$ cat src/rtl/wb_pkg.sv
// Shared widths and the load-queue entry type for the writeback stage.
package wb_pkg;
    localparam int DATA_W   = 16;
    localparam int ADDR_W   = 3;
    localparam int NUM_REGS = 2 ** ADDR_W;

    typedef struct packed {
        logic              valid;
        logic [ADDR_W-1:0] dest;
        logic [DATA_W-1:0] data;
    } wb_entry_t;
endpackage

$ cat src/rtl/wb_load_queue.sv
// Circular queue of pending load writebacks with in-place squash by destination.
// Latency: push/pop/squash take effect at the next clk edge; valid_mask is registered.
// Backpressure: none internally; the owner must not push when count == DEPTH.
module wb_load_queue
    import wb_pkg::*;
#(
    parameter int DEPTH = 2
) (
    input  logic                         clk,
    input  logic                         rst,
    input  logic                         push,
    input  wb_entry_t                    push_entry,
    input  logic                         pop,
    input  logic                         squash_en,
    input  logic [ADDR_W-1:0]            squash_dest,
    output wb_entry_t                    head,
    output logic [$clog2(DEPTH+1)-1:0]   count,
    output logic [NUM_REGS-1:0]          valid_mask
);
    localparam int CW = $clog2(DEPTH + 1);
    localparam int PW = (DEPTH > 1) ? $clog2(DEPTH) : 1;
    localparam logic [PW-1:0] LAST = PW'(DEPTH - 1);

    wb_entry_t             mem     [DEPTH];
    wb_entry_t             mem_nxt [DEPTH];
    logic [PW-1:0]         rd_ptr, wr_ptr, rd_nxt, wr_nxt;
    logic [CW-1:0]         cnt_nxt;
    logic [NUM_REGS-1:0]   mask_nxt;

    function automatic logic [PW-1:0] ptr_inc(input logic [PW-1:0] p);
        return (p == LAST) ? '0 : p + 1'b1;
    endfunction

    // Popped slots drop their valid bit, so the mask can OR every slot.
    always_comb begin
        mem_nxt  = mem;
        rd_nxt   = rd_ptr;
        wr_nxt   = wr_ptr;
        cnt_nxt  = count;
        mask_nxt = '0;
        if (squash_en) begin
            for (int i = 0; i < DEPTH; i++) begin
                if (mem[i].dest == squash_dest) begin
                    mem_nxt[i].valid = 1'b0;
                end
            end
        end
        if (pop) begin
            mem_nxt[rd_ptr].valid = 1'b0;
            rd_nxt = ptr_inc(rd_ptr);
        end
        if (push) begin
            mem_nxt[wr_ptr] = push_entry;
            wr_nxt = ptr_inc(wr_ptr);
        end
        if (push && !pop) begin
            cnt_nxt = count + 1'b1;
        end else if (pop && !push) begin
            cnt_nxt = count - 1'b1;
        end
        for (int i = 0; i < DEPTH; i++) begin
            if (mem_nxt[i].valid) begin
                mask_nxt[mem_nxt[i].dest] = 1'b1;
            end
        end
    end

    always_ff @(posedge clk) begin
        if (rst) begin
            rd_ptr     <= '0;
            wr_ptr     <= '0;
            count      <= '0;
            valid_mask <= '0;
            for (int i = 0; i < DEPTH; i++) begin
                mem[i] <= '0;
            end
        end else begin
            rd_ptr     <= rd_nxt;
            wr_ptr     <= wr_nxt;
            count      <= cnt_nxt;
            valid_mask <= mask_nxt;
            mem        <= mem_nxt;
        end
    end

    assign head = mem[rd_ptr];
endmodule

$ cat src/rtl/wb_arbiter.sv
// Merges ALU and load results onto the single register-file write port; ALU always wins.
// Latency: winner chosen in cycle N is presented on reg_write_* in cycle N+1.
// Backpressure: ALU none; loads stall via ld_ready when the load queue is full.
module wb_arbiter
    import wb_pkg::*;
#(
    parameter int LQ_DEPTH = 2
) (
    input  logic                clk,
    input  logic                rst,
    input  logic                alu_valid,
    input  logic [ADDR_W-1:0]   alu_dest,
    input  logic [DATA_W-1:0]   alu_data,
    input  logic                ld_valid,
    output logic                ld_ready,
    input  logic [ADDR_W-1:0]   ld_dest,
    input  logic [DATA_W-1:0]   ld_data,
    output logic                reg_write_en,
    output logic [ADDR_W-1:0]   reg_write_dest,
    output logic [DATA_W-1:0]   reg_write_data,
    output logic [NUM_REGS-1:0] pending_mask,
    output logic [15:0]         conflict_cnt
);
    localparam int CW = $clog2(LQ_DEPTH + 1);
    localparam logic [CW-1:0] LQ_CNT = CW'(LQ_DEPTH);

    wb_entry_t          q_head, push_entry;
    logic [CW-1:0]      q_count;
    logic               q_nonempty, head_live, ld_acc;
    logic               push, pop;
    logic               win_en;
    logic [ADDR_W-1:0]  win_dest;
    logic [DATA_W-1:0]  win_data;

    assign ld_ready   = !rst && (q_count < LQ_CNT);
    assign ld_acc     = ld_valid && ld_ready;
    assign q_nonempty = (q_count != '0);
    assign head_live  = q_nonempty && q_head.valid;
    assign push_entry = {1'b1, ld_dest, ld_data};

    // A squashed head still consumes the queue slot, blocking the bypass path that cycle.
    always_comb begin
        push     = 1'b0;
        pop      = 1'b0;
        win_en   = 1'b0;
        win_dest = '0;
        win_data = '0;
        if (alu_valid) begin
            win_en   = 1'b1;
            win_dest = alu_dest;
            win_data = alu_data;
            push     = ld_acc && (ld_dest != alu_dest);
        end else if (q_nonempty) begin
            pop  = 1'b1;
            push = ld_acc;
            if (q_head.valid) begin
                win_en   = 1'b1;
                win_dest = q_head.dest;
                win_data = q_head.data;
            end
        end else if (ld_acc) begin
            win_en   = 1'b1;
            win_dest = ld_dest;
            win_data = ld_data;
        end
    end

    wb_load_queue #(
        .DEPTH (LQ_DEPTH)
    ) u_lq (
        .clk         (clk),
        .rst         (rst),
        .push        (push),
        .push_entry  (push_entry),
        .pop         (pop),
        .squash_en   (alu_valid),
        .squash_dest (alu_dest),
        .head        (q_head),
        .count       (q_count),
        .valid_mask  (pending_mask)
    );

    always_ff @(posedge clk) begin
        if (rst) begin
            reg_write_en   <= 1'b0;
            reg_write_dest <= '0;
            reg_write_data <= '0;
            conflict_cnt   <= '0;
        end else begin
            reg_write_en   <= win_en;
            reg_write_dest <= win_dest;
            reg_write_data <= win_data;
            if (alu_valid && head_live && (conflict_cnt != 16'hFFFF)) begin
                conflict_cnt <= conflict_cnt + 16'd1;
            end
        end
    end
endmodule

$ cat config.mk
export PLATFORM = sky130hd
export DESIGN_NAME = wb_arbiter
export DESIGN_NICKNAME = d
export VERILOG_FILES = /design/src/rtl/wb_pkg.sv /design/src/rtl/wb_load_queue.sv /design/src/rtl/wb_arbiter.sv
export SDC_FILE = /design/constraint.sdc
export NUM_CORES = 1
export LEC_CHECK = 0
export ABC_AREA = 1
export BUFFER_PORTS_ARGS = -buffer_cell sky130_fd_sc_hd__clkbuf_2
export CAP_MARGIN = 20
export CORE_UTILIZATION = 50
export DETAILED_ROUTE_END_ITERATION = 8
export PLACE_DENSITY = 0.74
export SYNTH_ARGS = -nofsm -noshare
export SYNTH_HDL_FRONTEND = slang
export SYNTH_SLANG_ARGS = --single-unit
$ cat constraint.sdc
create_clock -name clk -period 2.1 [get_ports clk]
set_clock_uncertainty 0.05 [all_clocks]
set_input_delay 0.21 -clock clk [delete_from_list [all_inputs] [get_ports clk]]
set_output_delay 0.21 -clock clk [all_outputs]
set_load 0.05 [all_outputs]
==> metrics.md, run 1 <==
| Metric | Value |
|---|---|
| Largest family of logic cells by synthesized area | `simple AND/OR/NAND/NOR gates` |
| Hold path cells | `3` |
| DP Cell Count | `730` |
| Pwr/cell area | `820 nW/um2` |
| Post-synth EDFFs | `0` |
| Crit-path cells | `nor3b_4, nand3_4, nand2_8, ha_1, a21oi_1, o21ai_0, xor2_1, nor2_1` |
| Wirelength, routed | `9820 um` |
| DRT iter0 DRCs | `260` |
| Worst-skew pair later-pin latency | `approximately 0.35 ns` |
| CP peak stage delay | `0.37 ns` |
| Post-placement cell area | `4590 um2` |
| Syn_nets | `slightly above 600` |
| # rows | `32` |
| Maximum root-to-sink buffer count | `2` |
| First-pass DRT Iterations | `5` |
| Vias in the first global route | `3,573` |
| Worst EP arrival | `2.11 ns` |
| Footprint of the multi-input gates | `2010 um2` |
| Count of pins over their slew limit | `0` |
| Area leader, netlist | `dfxtp_1` |
| Tot GR Track Use | `24.1%` |
| Synthesized instance count | `around 560` |
| Yosys cell types | `34` |
| Synth top cells by count | `93 x nand2_1, 88 x dfxtp_1, 74 x nor2_1` |
| Async set-or-reset flop fraction in the synthesized netlist | `0%` |
| Antenna Cells | `0` |
| Xor and xnor area share after synthesis | `2.35%` |
| TritonCTS clock tree | `done` |
| Post-Synth Adder-Cell Area | `less than 1%` |
| CTS clk-pin slew, worst paths | `0.09 ns` |
| Setup_tns | `0 ns` |
| Final setup viols | `0` |
| Vias/cell | `5.21` |
| Yosys Warn Count | `0` |
| GPL Wtd Cong | `0.935` |
| Yosys top cell area share | `43.0%` |
| Gr ovfl total | `0` |
| WP data required | `2.29 ns` |
| Detail Placement HPWL | `6960 um` |
| WL/cell | `13.1 um` |
| Dominant synthesized flop cell | `dfxtp_1` |
| Highest Clock Rate | `521 MHz` |
| Post-synthesis mux area share | `3.91%` |
| Max-cap violation count | `0` |
| Core area | `~7800 um2` |
| Most numerous cell in the Yosys netlist | `nand2_1` |
| Worst hold path class | `in2reg` |
| Die ar. | `approximately 8600 um2` |
| Post-synthesis compound-gate area fraction | `between 10% and 20%` |
| Final Hold Fails | `0` |
| Non-filler cells, final | `between 700 and 800` |
| Crit path max fanout | `14` |
| Static Leak | `2.13 nW` |
| Initial antenna violation count | `0` |
| Tcrit/Tclk final | `91.5%` |
| Worst vdd ir | `approximately 0.45 mV` |
| Sequential area share after synthesis | `a little over two fifths` |
| TritonCTS Buffers | `9` |
| H-tree levels | `3` |
| R2R cell count | `8` |
| Startpoint types | `flop` |
| Largest cells by area after synthesis | `dfxtp_1 43%, nand2_1 8.5%, o21ai_0 8.1%` |
| Final Net Count | `686` |
| Largest net degree at the start of global routing | `50` |
| Slew margin rel. | `65.6%` |
| Area grow syn2layout | `18.0%` |
| Worst-margin pin slew | `0.516 ns` |
| Simple logic cell fraction of the synthesized area | `22.6%` |
| DIE HEIGHT | `92.5 um` |
| Residual DRC | `0` |
| Mean Syn Cell Area | `approximately 7.3 um2` |
| WS Path Type | `reg2reg` |
| Final min period | `1.92 ns` |
| Port buffer count | `86` |
| Initial core utilization | `52.2%` |
| Slowest cell on crit path | `dfxtp_1` |
| Clock root buffer | `clkbuf_8` |
| Total power | `3.97 mW` |
| Register bit total from synthesis | `88` |
| Layout fillers | `756` |
| Antenna-violating nets left | `0` |
| Die W | `92.5 um` |
| First-pass GRT wire length | `16,500 um` |
| Status | `finished clean` |
| Mapped cell area | `roughly 4100 um2` |
| Layout cell share with drive strength beyond 1 | `around a fifth` |
| Endpoint type of the worst setup path | `flop` |
| Clock sink count | `88` |
| RSZ-0062 raised after global routing | `no` |
| WHS | `between 0.05 and 0.06 ns` |
| I/O pins | `87` |
| Fin area | `just under 5000 um2` |
| Total number of vias | `3,899` |
| Sequential cell area | `1760 um2` |
worst paths after layout:
kind,start,end,slack [ns]
max,u_lq.count[1],u_lq.count[1],0.18
max reg2reg,u_lq.count[1],u_lq.count[1],0.18
min reg2reg,u_lq.mem[35],u_lq.mem[35],0.44
min,ld_data[9],u_lq.mem[9],0.06
critical path, delay by kind of cell (launching register included):
kind | cells | cell delay, ns
XOR/XNOR | 1 | 0.14
AND/OR/NAND/NOR | 4 | 0.74
adder cells (fa/ha/maj) | 1 | 0.27
AO/OA/AOI/OAI | 2 | 0.24
flip-flops | 1 | 0.37
cell type report:
class | instances | share of cell area [%]
clock buffers | 11 | 3.13
clock inverters | 5 | 0.802
inverters | 59 | 4.68
multi-input cells | 387 | 41.5
flip-flops and latches | 88 | 36.4
well taps | 102 | 2.64
repair buffers | 97 | 10.9
through the flow:
stage	worst slack, ns	utilization [%]
after detailed placement	0.0410	58.5
after global routing	0.0199	61.7
after floorplan	0.142	-
after global placement	0.169	58.5
final	0.179	61.7
after CTS	0.0466	61.0
state kept, by name, indices dropped and copies added (netlist names):
name             cells
conflict_cnt        16
reg_write_data      16
reg_write_dest       3
reg_write_en         1
u_lq.count           2
u_lq.mem            40
u_lq.rd_ptr          1
u_lq.valid_mask      8
u_lq.wr_ptr          1
kinds of logic after synthesis:
family                   after synthesis
XOR/XNOR                              11
AND/OR/NAND/NOR                      212
flip-flops                            88
AO/OA/AOI/OAI                        146
adder cells (fa/ha/maj)                2
multiplexers                          16
buffers and inverters                 87
timing repair:
action                     in CTS  in global routing
setup endpoints to repair       0                 35
resized for setup               0                  8
hold buffers                    0                  0
setup buffers                   0                  3
power by group:
group | total [mW] | internal, mW | switching (mW)
logic | 0.971 | 0.319 | 0.652
registers | 1.88 | 1.80 | 0.0843
clock network | 1.11 | 0.501 | 0.614
total | 3.97 | 2.62 | 1.35
layout by cell type (no fill, tap or decap), drive strengths merged:
cell	instances
mux2i	16
nor3b	2
nor4	2
a211oi	3
o31ai	1
inv	59
a31oi	3
o21ai	66
nand2	99
xor2	6
buf	11
nand3	22
nor2	77
o22ai	17
nor3	5
nand4	3
nand3b	2
a21oi	56
ha	2
clkinvlp	1
xnor2	5
dfxtp	88
clkbuf	97
clkinv	4
metal layers:
layer	GRT usage [%]	vias up	routed length [um]
met1	33.1	1757	4710
met4	8.07	0	153
met5	0	-	0
met2	38.8	119	4500
li1	-	2008	-
met3	3.53	15	462
(Power assumes the default switching activity.)
==> run 2, diff against run 1 <==
--- a/config.mk
+++ b/config.mk
@@ -5,12 +5,12 @@
 export SDC_FILE = /design/constraint.sdc
 export NUM_CORES = 1
 export LEC_CHECK = 0
-export ABC_AREA = 1
 export BUFFER_PORTS_ARGS = -buffer_cell sky130_fd_sc_hd__clkbuf_2
 export CAP_MARGIN = 20
 export CORE_UTILIZATION = 50
 export DETAILED_ROUTE_END_ITERATION = 8
 export PLACE_DENSITY = 0.74
+export REMOVE_ABC_BUFFERS = 1
 export SYNTH_ARGS = -nofsm -noshare
 export SYNTH_HDL_FRONTEND = slang
 export SYNTH_SLANG_ARGS = --single-unit
==> run 2 against run 1 <==
Effect of this change: register-to-register slack worse by 0.04 ns; flip-flop and latch count unchanged; setup slack worse by 0.042 ns; critical endpoint unchanged; clock-buffer cell count down 2; largest power group unchanged; worst hold slack worse by 0.036 ns; combinational power fell by 7.5%; utilization barely moved; highest routed layer unchanged; via count fell by 11%; maximum frequency shrank 2.2%; die area grew 1.3%; total power fell by 1.2%.
==> metrics.md, run 2 <==
| Metric | Value |
|---|---|
| Pwr/cell area | `between 800 and 900 nW/um2` |
| Dominant synthesized flop cell | `dfxtp_1` |
| Footprint of the multi-input gates | `2230 um2` |
| Highest Clock Rate | `509 MHz` |
| Layout fillers | `690` |
| Count of pins over their slew limit | `0` |
| Endpoint type of the worst setup path | `flop` |
| Largest cells by area after synthesis | `dfxtp_1 42%, mux2i_1 15%, nor2_1 5.8%` |
| Reg with most FFs | `u_lq.mem` |
| Slew margin rel. | `about a third` |
| Residual DRC | `0` |
| Vias in the first global route | `3,415` |
| Register bit total from synthesis | `88` |
| Most numerous cell in the Yosys netlist | `dfxtp_1` |
| Most common cell after layout, fill and taps aside | `dfxtp_1` |
| Yosys top cell area share | `a little over two fifths` |
| Static Leak | `2.18 nW` |
| Synth top cells by count | `88 x dfxtp_1, 64 x nor2_1, 61 x mux2i_1` |
| Crit path max fanout | `8` |
| Max-cap violation count | `0` |
| Antenna Cells | `0` |
| P_int | `2.66 mW` |
| Clock Power Share | `29.7%` |
| Commonest cells after routing, fill and taps aside | `87 x dfxtp_1, 86 x clkbuf_2, 64 x nor2_1, 61 x mux2i_1, 41 x nand2_1` |
| H-tree levels | `3` |
| Setup_tns | `0 ns` |
| Tcrit/Tclk final | `93.5%` |
| First-pass GRT wire length | `16,000 um` |
| Core area | `around 7900 um2` |
| Yosys Warn Count | `0` |
| Worst EP arrival | `around 2.2 ns` |
| Status | `finished clean` |
| Mapped cell area | `4150 um2` |
| Worst hold path class | `in2reg` |
| Combinational fraction of design power | `roughly 23%` |
| Die W | `93.2 um` |
| Mean Syn Cell Area | `9.19 um2` |
| DIE HEIGHT | `93.2 um` |
| FF-to-FF End | `u_lq.count[1]` |
| Worst-skew pair later-pin latency | `roughly 0.35 ns` |
| Top flop regs | `u_lq.mem x40, conflict_cnt x16, reg_write_data x16` |
| Worst vdd ir | `between 0.6 and 0.7 mV` |
| Sw frac | `~32%` |
| Initial core utilization | `52.7%` |
| Final setup slack of the worst path | `between 0.1 and 0.15 ns` |
| Antenna-violating nets left | `0` |
| Port buffer count | `86` |
| Largest net degree at the start of global routing | `92` |
| # rows | `32` |
| Yosys cell types | `50` |
| Final setup viols | `0` |
| DRT iter0 DRCs | `287` |
| Synthesized instance count | `452` |
| WL/cell | `14.9 um` |
| Setup slack at placement | `0.121 ns` |
| Area grow syn2layout | `17.0%` |
| Final Hold Fails | `0` |
| Async set-or-reset flop fraction in the synthesized netlist | `0%` |
| Non-filler cells, final | `632` |
| Wirelength, routed | `approximately 9400 um` |
| Sequential area share after synthesis | `42.4%` |
| Maximum root-to-sink buffer count | `2` |
| Total number of vias | `3,471` |
| Worst Hold End | `reg_write_data[6]` |
| Hold buffer count at cts | `0` |
| Final Net Count | `569` |
| Hold path cells | `3` |
| Clock root buffer | `clkbuf_8` |
| Switching pwr | `between 1 and 1.5 mW` |
| R2R cell count | `6` |
| Startpoint types | `flop` |
| Worst-margin pin slew | `1.01 ns` |
| Final Core Density | `61.6%` |
| TritonCTS Buffers | `9` |
| Layout cell share with drive strength beyond 1 | `25.3%` |
| WP data required | `2.33 ns` |
| Final min period | `1.96 ns` |
| Flop pwr share | `a little under half` |
| CTS clk-pin slew, worst paths | `approximately 0.090 ns` |
| Gr ovfl total | `0` |
| Vias/cell | `5.49` |
| Tot GR Track Use | `23.2%` |
| Clock sink count | `88` |
| Detail Placement HPWL | `6280 um` |
| Post-synth EDFFs | `0` |
| Area leader, netlist | `dfxtp_1` |
| Worst hold start | `alu_data[6]` |
| Die ar. | `8680 um2` |
| Sequential cell area | `1760 um2` |
| First-pass DRT Iterations | `4` |
| Worst r2r src | `u_lq.count[1]` |
| GPL Wtd Cong | `0.852` |
| TritonCTS clock tree | `done` |
| I/O pins | `87` |
| Flop2flop setup slack | `0.14 ns` |
| DP Cell Count | `616` |
| Max reg flops | `40` |
| WS Path Type | `reg2reg` |
| Initial antenna violation count | `0` |
run 2: what timing repair did:
action | CTS | global route
resized for setup | 0 | 1
endpoints found under the setup margin | 0 | 1
buffers inserted | 0 | 0
run 2: worst max-delay path, stage by stage, from the launching register on:
cell,delay [ns]
dfxtp_1,0.42
o21bai_4,0.22
nand4_2,0.14
and2_1,0.21
ha_1,0.33
or3_1,0.38
a21oi_1,0.14
run 2: through the flow:
step / hold slack, ns / instance area [um2] / total power, mW
after global placement: 0.395 / 4670 / 2.76
after detailed placement: 0.398 / 4670 / 2.79
after floorplan: 0.229 / 3990 / 2.50
after CTS: 0.0116 / 4860 / 3.94
after global routing: 0.0108 / 4860 / 4.12
final: 0.0209 / 4860 / 3.92
run 2: cell type report:
type | count | share of cell area (%)
tap | 102 | 2.62
inverter | 3 | 0.232
timing repair buffer | 97 | 11.1
multi-input combinational | 326 | 45.8
clock inverter | 7 | 1.47
sequential | 88 | 36.3
clock buffer | 9 | 2.55
run 2: cell families after synthesis:
kind of cell | Yosys count | share of synthesized area, %
compound gates | 69 | 12.1
mux | 64 | 15.5
simple gates | 170 | 20.7
buf+inv | 38 | 4.19
xor+xnor | 21 | 4.43
fa+ha+maj | 2 | 0.602
flops | 88 | 42.4
run 2: layer usage:
layer	GRT usage (%)	routed length (um)	vias up
li1	-	-	1735
met1	29.1	4210	1620
met2	38.5	4490	106
met3	5.20	643	10
met4	8.97	88	0
met5	0	0	-
run 2: worst max-delay path by stage:
stage / cells after the start / to / slack, ns / start
after floorplan: 5 / reg_write_dest[0] / -0.21 / u_lq.rd_ptr
after global placement: 7 / u_lq.count[1] / 0.19 / ld_dest[0]
after detailed placement: 6 / u_lq.count[1] / 0.12 / u_lq.count[0]
after CTS: 6 / u_lq.count[1] / 0.1 / u_lq.count[0]
after global routing: 6 / u_lq.count[1] / -0.005 / u_lq.count[1]
final: 6 / u_lq.count[1] / 0.14 / u_lq.count[1]
run 2: power by group through the flow:
| stage | Sequential (mW) | Combinational [mW] | Clock (mW) |
|---|---|---|---|
| 6_report | 1.86 | 0.898 | 1.16 |
| 5_1_grt | 1.87 | 0.967 | 1.28 |
| 4_1_cts | 1.85 | 0.900 | 1.19 |
| 3_5_place_dp | 1.89 | 0.896 | 0 |
| 3_3_place_gp | 1.88 | 0.877 | 0 |
| 2_1_floorplan | 2.03 | 0.463 | 0 |
==> run 3, diff against run 2 <==
--- a/config.mk
+++ b/config.mk
@@ -5,11 +5,12 @@
 export SDC_FILE = /design/constraint.sdc
 export NUM_CORES = 1
 export LEC_CHECK = 0
+export ABC_AREA = 1
 export BUFFER_PORTS_ARGS = -buffer_cell sky130_fd_sc_hd__clkbuf_2
 export CAP_MARGIN = 20
 export CORE_UTILIZATION = 50
 export DETAILED_ROUTE_END_ITERATION = 8
-export PLACE_DENSITY = 0.74
+export PLACE_DENSITY = 0.75
 export REMOVE_ABC_BUFFERS = 1
 export SYNTH_ARGS = -nofsm -noshare
 export SYNTH_HDL_FRONTEND = slang
==> run 3 against run 2 <==
Effect of this change: first-iteration DRC count is 9.8% lower; wire length is 6.1% higher; setup slack better by 0.060 ns; non-clock buffer count is 1 higher; cell count is 19% higher; total power is 6.5% higher; critical path depth is 2 higher; via count is 14% higher; utilization is 0.14 points higher; register-to-register slack better by 0.06 ns; clock-buffer cell count is 3 higher.
==> metrics.md, run 3 (synthesis results as in run 1) <==
| Metric | Value |
|---|---|
| Worst r2r src | `u_lq.count[1]` |
| Worst hold path class | `in2reg` |
| # rows | `32` |
| Final min period | `1.90 ns` |
| GPL Wtd Cong | `~0.95` |
| Worst hold start | `ld_data[7]` |
| Final Hold Fails | `0` |
| Tcrit/Tclk final | `90.6%` |
| Status | `finished clean` |
| Initial core utilization | `52.2%` |
| Maximum root-to-sink buffer count | `2` |
| Worst-skew pair later-pin latency | `0.36 ns` |
| Setup slack at placement | `0.0667 ns` |
| Tot GR Track Use | `24.7%` |
| Commonest cells after routing, fill and taps aside | `93 x nand2_1, 88 x dfxtp_1, 86 x clkbuf_2, 74 x nor2_1, 66 x o21ai_0` |
| I/O pins | `87` |
| Slew margin rel. | `66.6%` |
| Count of pins over their slew limit | `0` |
| Most common cell after layout, fill and taps aside | `nand2_1` |
| First-pass GRT wire length | `16,900 um` |
| Pwr/cell area | `860 nW/um2` |
| CTS clk-pin slew, worst paths | `0.09 ns` |
| Worst-margin pin slew | `approximately 0.5 ns` |
| Setup_tns | `0 ns` |
| Endpoint type of the worst setup path | `flop` |
| Clock sink count | `88` |
| Initial antenna violation count | `0` |
| DP Cell Count | `about 730` |
| TritonCTS clock tree | `done` |
| Static Leak | `2.14 nW` |
| Final Core Density | `approximately three fifths` |
| TritonCTS Buffers | `9` |
| Final setup slack of the worst path | `0.197 ns` |
| Port buffer count | `86` |
| Antenna Cells | `0` |
| Final setup viols | `0` |
| Worst vdd ir | `0.404 mV` |
| Wirelength, routed | `10,000 um` |
| Reg with most FFs | `u_lq.mem` |
| Top flop regs | `u_lq.mem x40, conflict_cnt x16, reg_write_data x16` |
| Largest net degree at the start of global routing | `60` |
| Total number of vias | `3,973` |
| R2R cell count | `8` |
| H-tree levels | `3` |
| Gr ovfl total | `0` |
| Final Net Count | `about 690` |
| Max-cap violation count | `0` |
| Residual DRC | `0` |
| Antenna-violating nets left | `0` |
| Crit path max fanout | `14` |
| DIE HEIGHT | `slightly above 90 um` |
| Detail Placement HPWL | `6790 um` |
| RSZ-0062 raised after global routing | `no` |
| WP data required | `2.29 ns` |
| Non-filler cells, final | `750` |
| WS Path Type | `reg2reg` |
| Crit path from | `u_lq.count[1]` |
| Core area | `between 7000 and 8000 um2` |
| Die W | `92.5 um` |
| Vias/cell | `5.30` |
| DRT iter0 DRCs | `259` |
| Die ar. | `8560 um2` |
| Layout cell share with drive strength beyond 1 | `20.4%` |
| Hold path cells | `3` |
| Area grow syn2layout | `18.3%` |
| Worst EP arrival | `2.10 ns` |
| WL/cell | `between 10 and 15 um` |
| First-pass DRT Iterations | `6` |
| Max reg flops | `40` |
| Clock root buffer | `clkbuf_8` |
| Layout fillers | `726` |
| Vias in the first global route | `~3,800` |
| Highest Clock Rate | `525 MHz` |
| Startpoint types | `flop` |
run 3: cell count changes in the layout (fill, tap and decap cells not counted), sizes merged, moves of 8 or more:
cell     before  now
inv           4   58
o21ai         6   66
o2bb2ai      19    0
o22ai         0   17
nand4        11    3
nand2        42   99
mux2i        61   16
nand3         9   22
a21oi        24   56
nand4b       11    0
nor2         64   77
run 3: power by group:
group	switching (mW)	total (mW)	leakage (nW)	internal, mW
clock	0.617	1.33	0.111	0.709
sequential	0.0849	1.88	0.717	1.80
combinational	0.650	0.963	1.32	0.313
total	1.35	4.17	2.14	2.82
run 3: timing repair:
action,CTS,global route
gates resized for setup,0,5
hold buffers,0,0
setup endpoints to repair,0,31
buffers inserted,0,3
run 3: worst max-delay path, cell delays in order (launching register included):
cell and delay, ns:
dfxtp_1 0.36, nor3b_4 0.31, nand3_4 0.20, nand2_8 0.16, ha_1 0.27, a21oi_1 0.12, o21ai_0 0.12, xor2_1 0.15
nor2_1 0.05
run 3: path summary, 6_finish.rpt:
kind | end | slack [ns]
worst max-delay path | u_lq.count[1] | 0.20
worst min-delay path | u_lq.mem[7] | 0.06
worst max register to register | u_lq.count[1] | 0.20
worst min register to register | u_lq.rd_ptr | 0.44
run 3: cell type report:
| class | instances | area [um2] | area share (%) |
|---|---|---|---|
| Multi-Input combinational cell | 387 | 1990 | 41.0 |
| Sequential cell | 88 | 1760 | 36.3 |
| Timing Repair Buffer | 98 | 520 | 10.7 |
| Inverter | 59 | 226 | 4.67 |
| Clock buffer | 12 | 145 | 2.99 |
| Tap cell | 102 | 128 | 2.63 |
| Clock inverter | 4 | 77.6 | 1.60 |
run 3: routing by layer:
| layer | GRT usage, % | vias to the layer above | part of all wire (%) | wire, um |
|---|---|---|---|---|
| met4 | 9.64 | 0 | 1.4 | 142 |
| met3 | 3.78 | 12 | 5.5 | 548 |
| met2 | 41.3 | 122 | 48 | 4760 |
| met1 | 31.9 | 1825 | 46 | 4560 |
| met5 | 0 | - | 0 | 0 |
| li1 | - | 2014 | - | - |
run 3: metrics by stage:
| step | instance area, um2 | hold WS, ns | power, mW |
|---|---|---|---|
| final | 4850 | 0.0551 | 4.17 |
| after global placement | 4590 | 0.414 | 2.83 |
| after detailed placement | 4590 | 0.423 | 2.86 |
| after CTS | 4810 | 0.0480 | 4.17 |
| after floorplan | 3960 | 0.229 | 2.59 |
| after global routing | 4850 | 0.0611 | 4.38 |
